==> config.mk <==
export PLATFORM = sky130hd
export DESIGN_NAME = cache_write_buffer
export DESIGN_NICKNAME = d
export VERILOG_FILES = /design/src/rtl/cache_write_buffer.sv
export SDC_FILE = /design/constraint.sdc
export NUM_CORES = 1
export LEC_CHECK = 0
export CELL_PAD_IN_SITES_DETAIL_PLACEMENT = 1
export CELL_PAD_IN_SITES_GLOBAL_PLACEMENT = 2
export CORE_ASPECT_RATIO = 0.6
export CORE_MARGIN = 2
export CORE_UTILIZATION = 38
export CTS_BUF_LIST = sky130_fd_sc_hd__clkbuf_8
export DETAILED_ROUTE_END_ITERATION = 6
export PLACE_DENSITY = 0.77
export SLEW_MARGIN = 20
export SYNTH_ARGS = -nofsm -noshare
export SYNTH_HDL_FRONTEND = slang
export SYNTH_SLANG_ARGS = --single-unit
==> constraint.sdc <==
create_clock -name clk -period 5.5 [get_ports clk]
set_input_delay 1.1 -clock clk [delete_from_list [all_inputs] [get_ports clk]]
set_output_delay 1.1 -clock clk [all_outputs]
set_load 0.02 [all_outputs]
==> src/rtl/cache_write_buffer.sv <==
// Write-through store buffer: in-order FIFO drain to RAM plus a read-miss probe.
// Optional build macro WB_COALESCE_EN merges a store into a pending non-head entry of the same address.
module cache_write_buffer #(
    parameter int DEPTH  = 4,
    parameter int ADDR_W = 32,
    parameter int DATA_W = 32
) (
    input  logic                       clk,
    input  logic                       rst,
    input  logic                       wr_valid,
    output logic                       wr_ready,
    input  logic [ADDR_W-1:0]          wr_addr,
    input  logic [DATA_W-1:0]          wr_data,
    output logic                       mem_valid,
    input  logic                       mem_ready,
    output logic [ADDR_W-1:0]          mem_addr,
    output logic [DATA_W-1:0]          mem_data,
    input  logic [ADDR_W-1:0]          rd_chk_addr,
    output logic                       rd_hit,
    output logic [DATA_W-1:0]          rd_hit_data,
    output logic [$clog2(DEPTH):0]     count
);

    localparam int PTR_W = $clog2(DEPTH);
    localparam int CNT_W = PTR_W + 1;
    localparam logic [CNT_W-1:0] FULL = CNT_W'(DEPTH);

    logic [ADDR_W-1:0] addr_q [DEPTH];
    logic [DATA_W-1:0] data_q [DEPTH];
    logic [DEPTH-1:0]  vld_q;
    logic [PTR_W-1:0]  head_q, tail_q;
    logic [CNT_W-1:0]  count_q;

    logic push, pop, alloc, coal_hit;
    logic [PTR_W-1:0] probe_idx;

    // Handshakes: a transfer happens on a rising edge where valid & ready are both 1;
    // valid never depends combinationally on ready, and payload is held while valid & !ready.
    assign mem_valid = (count_q != '0);
    assign mem_addr  = mem_valid ? addr_q[head_q] : '0;
    assign mem_data  = mem_valid ? data_q[head_q] : '0;
    assign count     = count_q;

    assign wr_ready = (count_q != FULL) | coal_hit;
    assign push     = wr_valid & wr_ready;
    assign alloc    = push & ~coal_hit;
    assign pop      = mem_valid & mem_ready;

`ifdef WB_COALESCE_EN
    logic [PTR_W-1:0] coal_idx, coal_scan;

    // Head is skipped so its data stays stable while RAM may be sampling it.
    always_comb begin
        coal_hit  = 1'b0;
        coal_idx  = head_q;
        coal_scan = head_q;
        for (int i = 1; i < DEPTH; i++) begin
            coal_scan = head_q + PTR_W'(i);
            if (vld_q[coal_scan] && addr_q[coal_scan] == wr_addr) begin
                coal_hit = 1'b1;
                coal_idx = coal_scan;
            end
        end
    end
`else
    assign coal_hit = 1'b0;
`endif

    // Scan oldest to youngest so the last match wins.
    always_comb begin
        rd_hit      = 1'b0;
        rd_hit_data = '0;
        probe_idx   = head_q;
        for (int i = 0; i < DEPTH; i++) begin
            probe_idx = head_q + PTR_W'(i);
            if (vld_q[probe_idx] && addr_q[probe_idx] == rd_chk_addr) begin
                rd_hit      = 1'b1;
                rd_hit_data = data_q[probe_idx];
            end
        end
    end

    always_ff @(posedge clk or negedge rst) begin
        if (!rst) begin
            vld_q   <= '0;
            head_q  <= '0;
            tail_q  <= '0;
            count_q <= '0;
            for (int i = 0; i < DEPTH; i++) begin
                addr_q[i] <= '0;
                data_q[i] <= '0;
            end
        end else begin
            if (pop) begin
                vld_q[head_q] <= 1'b0;
                head_q        <= head_q + PTR_W'(1);
            end
            if (alloc) begin
                vld_q[tail_q]  <= 1'b1;
                addr_q[tail_q] <= wr_addr;
                data_q[tail_q] <= wr_data;
                tail_q         <= tail_q + PTR_W'(1);
            end
`ifdef WB_COALESCE_EN
            if (push && coal_hit) begin
                data_q[coal_idx] <= wr_data;
            end
`endif
            case ({alloc, pop})
                2'b10:   count_q <= count_q + CNT_W'(1);
                2'b01:   count_q <= count_q - CNT_W'(1);
                default: count_q <= count_q;
            endcase
        end
    end

endmodule

==> results.md <==
- # DRC: 0
- Async S/R FF share, synth: 1.000
- First-pass DRT Iterations: 5
- Clock buffer depth: 3
- Mean Syn Cell Area: 13.27 µm²
- Rows: 65
- Reg2reg end: count[2]$_DFFE_PN0P_
- Peak VDD IR: 524.2 µV
- Sink Count: approximately 270
- Final Cell Area: 24260 µm²
- Syn-to-layout area delta: 21.18%
- Sw power: a little over 8 mW
- Die ar.: roughly 55000 µm²
- Port Buffers: 201
- Share of the synthesized area in the top cell type: 0.3338
- Max-cap violations: 0
- Core footprint: 52290 µm²
- Vias per cell: 6.011
- Worst Tran Pin Value: 979.6 ps
- Total global-route track usage: 0.2468
- Post-synthesis sequential area ratio: 0.3338
- Top Ports: 202
- Layout Nets: 1816
- Register-to-Register Path Depth: 10
- Int Pwr: 11.06 mW
- Post-route ant nets: 0
- DP HPWL: 44890 µm
- Arrival time worst endpoint: 4390 ps
- Unrepaired setup endpoints after global routing: true
- Synth Cell Area: 20020 µm²
- Clock latency on the worst-skew pair: 590 ps
- Largest cells by area after synthesis: dfrtp_1 33%, mux4_2 26%, mux2_2 15%, xnor2_1 4.3%, and2_1 3.5%
- Distinct cells, synth: 60
- First-pass GRT wire length: ~100000 µm
- Final hold vios: 0
- Setup-failing EPs final: 0
- Vias in the first global route: approximately 16000
- CTS buffer count: 46
- R2R setup slack: 2110 ps
- Skew final: ~35 ps
- Root buf cell: clkbuf_8
- PnR worst setup slack: 6.991 ps
- Post-CTS Hold Fix Bufs: 0
- Ys flop type: dfrtp_1
- Power Dens Cells: 790.7 nW/µm²
- Util after Layout: 0.4639
- Net Count, Synth: 1618
- Initial antenna violation count: 3
- Crit path launch: head_q[1]$_DFFE_PN0P_
- Yosys top cell by area: dfrtp_1
- Starting density of the core: 0.3828
- Critical Path End Type: output pin
- Pin count of the biggest net entering global routing: 93
- CP required: 4400 ps
- Placed standard-cell area: 23010 µm²
- Switch share: 0.4235
- Ys Warns: 0
- Grt ovf: 0
- Outcome: complete, no violations
- Fmax: 0.1821 GHz
- Post-Syn Instances: 1508
- Clock transition at path regs: approximately 60 ps
- CP endpoint: rd_hit_data[4]
- WL/cell: 27.28 µm
- Wirelength, routed: approximately 67000 µm
- DR iter-0 viols: 1313
- FF-to-FF Start: count[0]$_DFFE_PN0P_
- Tmin final: roughly 5500 ps
- Leakage Power: 9.482 nW
- TNS Setup: 0 ps
- Vias: 14667
- Sequential share of power: 0.224
- Tcrit/Tclk final: 0.9987
- Register bit count reported by yosys: 267
- Crit path max fanout: 31
- Fin. max-slew vios: 0
- Die height: 181.8 µm
- Clock network fraction of total power: 0.099
- Pre-CTS setup slack: -243.8 ps
- Hold/Removal Path Class: in2async
- Htree depth: 2
- Die extent in x: between 300 and 400 µm
- Setup CP Type: reg2out
- Part of the power in combinational logic: 0.677
- RD Place Congestion: 0.8648
- CTS tree: done
- Relative slew slack: 0.3469
- EDFF count, synth: 0
- Layout cell share with drive strength beyond 1: 0.4184
- Worst Setup Start Kind: register
[metrics by stage]
step / total power, mW / std cells / hold slack, ps
final: 19.18 / 2440 / 535.4
after global routing: 20.27 / 2439 / 540.4
after CTS: 19.17 / 2438 / 540.7
after detailed placement: 16.54 / 2346 / 543.2
after global placement: 16.20 / 2346 / 527.2
after floorplan: 12.60 / 1508 / 494.9
[sequential cells by signal, summed over array words and instances, names as in the netlist]
signal / cells
addr_q: 128
data_q: 128
vld_q: 4
count: 3
head_q: 2
tail_q: 2
[cells by family (layout without fill, tap and decap cells)]
family / Yosys count / in the layout / synth area share
AND/OR/NAND/NOR: 263 / 263 / 0.07569
adder cells (fa/ha/maj): 10 / 10 / 0.006626
other: 0 / 2 / 0
XOR/XNOR: 116 / 116 / 0.05075
buffers and inverters: 165 / 392 / 0.03988
multiplexers: 564 / 564 / 0.4437
AO/OA/AOI/OAI: 123 / 123 / 0.04963
flip-flops: 267 / 267 / 0.3338
[timing repair]
action | CTS | global route
buffers inserted | 9 | 0
gates cloned | 6 | 1
resized for setup | 153 | 12
pin swaps | 9 | 5
setup endpoints to repair | 46 | 45
[worst max-delay path, cell delays in order, from the launching register on]
cell      delay [ps]
dfrtp_4          450
inv_2             70
ha_4             370
buf_12           170
mux4_2           530
xnor2_1          340
nand2_1          130
or4_4            510
and4bb_4         350
nor3b_4           60
buf_12           160
and2_1           160
o32a_1           300
buf_2            170
[power by group through the flow]
stage	clock, mW	sequential [mW]	combinational, mW
after global routing	2.04	4.48	13.7
final	1.89	4.30	13.0
after floorplan	0	3.80	8.80
after CTS	1.96	4.25	13.0
after detailed placement	0	4.27	12.3
after global placement	0	4.12	12.1
[synth_stat cells (6+ instances only)]
cell type / n
a21oi_1: 8
and2_1: 113
buf_1: 7
buf_2: 38
buf_4: 10
buf_6: 11
clkbuf_1: 77
dfrtp_1: 267
ha_1: 9
inv_1: 20
mux2_2: 269
mux2i_1: 63
mux4_2: 229
nand2_1: 35
nand4_1: 22
nor2_1: 21
nor2b_1: 35
nor3_1: 15
o21a_1: 31
o21ai_0: 6
o22ai_1: 8
o32a_1: 31
xnor2_1: 98
xor2_1: 18
[how the worst min path moves through the flow]
| stage | slack (ps) | cells after the start | endpoint | from |
|---|---|---|---|---|
| floorplan | 490 | 2 | vld_q[2]$_DFF_PN0_ | vld_q[2]$_DFF_PN0_ |
| global placement | 530 | 2 | vld_q[2]$_DFF_PN0_ | vld_q[2]$_DFF_PN0_ |
| detailed placement | 540 | 1 | count[2]$_DFFE_PN0P_ | count[2]$_DFFE_PN0P_ |
| CTS | 540 | 1 | data_q[1]$_DFFE_PN0P_ | rst |
| global route | 540 | 1 | data_q[1]$_DFFE_PN0P_ | rst |
| finish | 540 | 1 | data_q[1]$_DFFE_PN0P_ | rst |
[metal layers]
layer / part of all wire / wire length, µm / vias up / track usage
met5: 0 / 0 / - / 0
met4: 0.017 / 1119 / 0 / 0.04840
met3: 0.075 / 4981 / 89 / 0.05851
met2: 0.44 / 29550 / 466 / 0.3669
met1: 0.46 / 30900 / 7891 / 0.3672
li1: - / - / 6221 / -
[cell usage in the layout (no fill, tap or decap), drive strengths merged, types with 31 or more instances in the layout]
cell | netlist | routed
xnor2 | 98 | 98
clkbuf | 77 | 60
mux2 | 270 | 270
clkdlybuf4s50 | 0 | 167
nand2 | 35 | 35
o21a | 31 | 31
nor2b | 35 | 35
inv | 21 | 32
and2 | 114 | 114
mux2i | 63 | 63
buf | 67 | 122
mux4 | 231 | 231
o32a | 31 | 31
dfrtp | 267 | 267
[layout make-up]
| cell class | count | area (µm²) |
|---|---|---|
| Fill cell | 5228 | 28040 |
| Inverter | 21 | 80.08 |
| Timing Repair Buffer | 294 | 2940 |
| Tap cell | 703 | 879.6 |
| Clock buffer | 59 | 812.0 |
| Multi-Input combinational cell | 1076 | 12750 |
| Antenna cell | 2 | 5.005 |
| Clock inverter | 18 | 100.1 |
| Sequential cell | 267 | 6689 |
(Power assumes the default switching activity.)
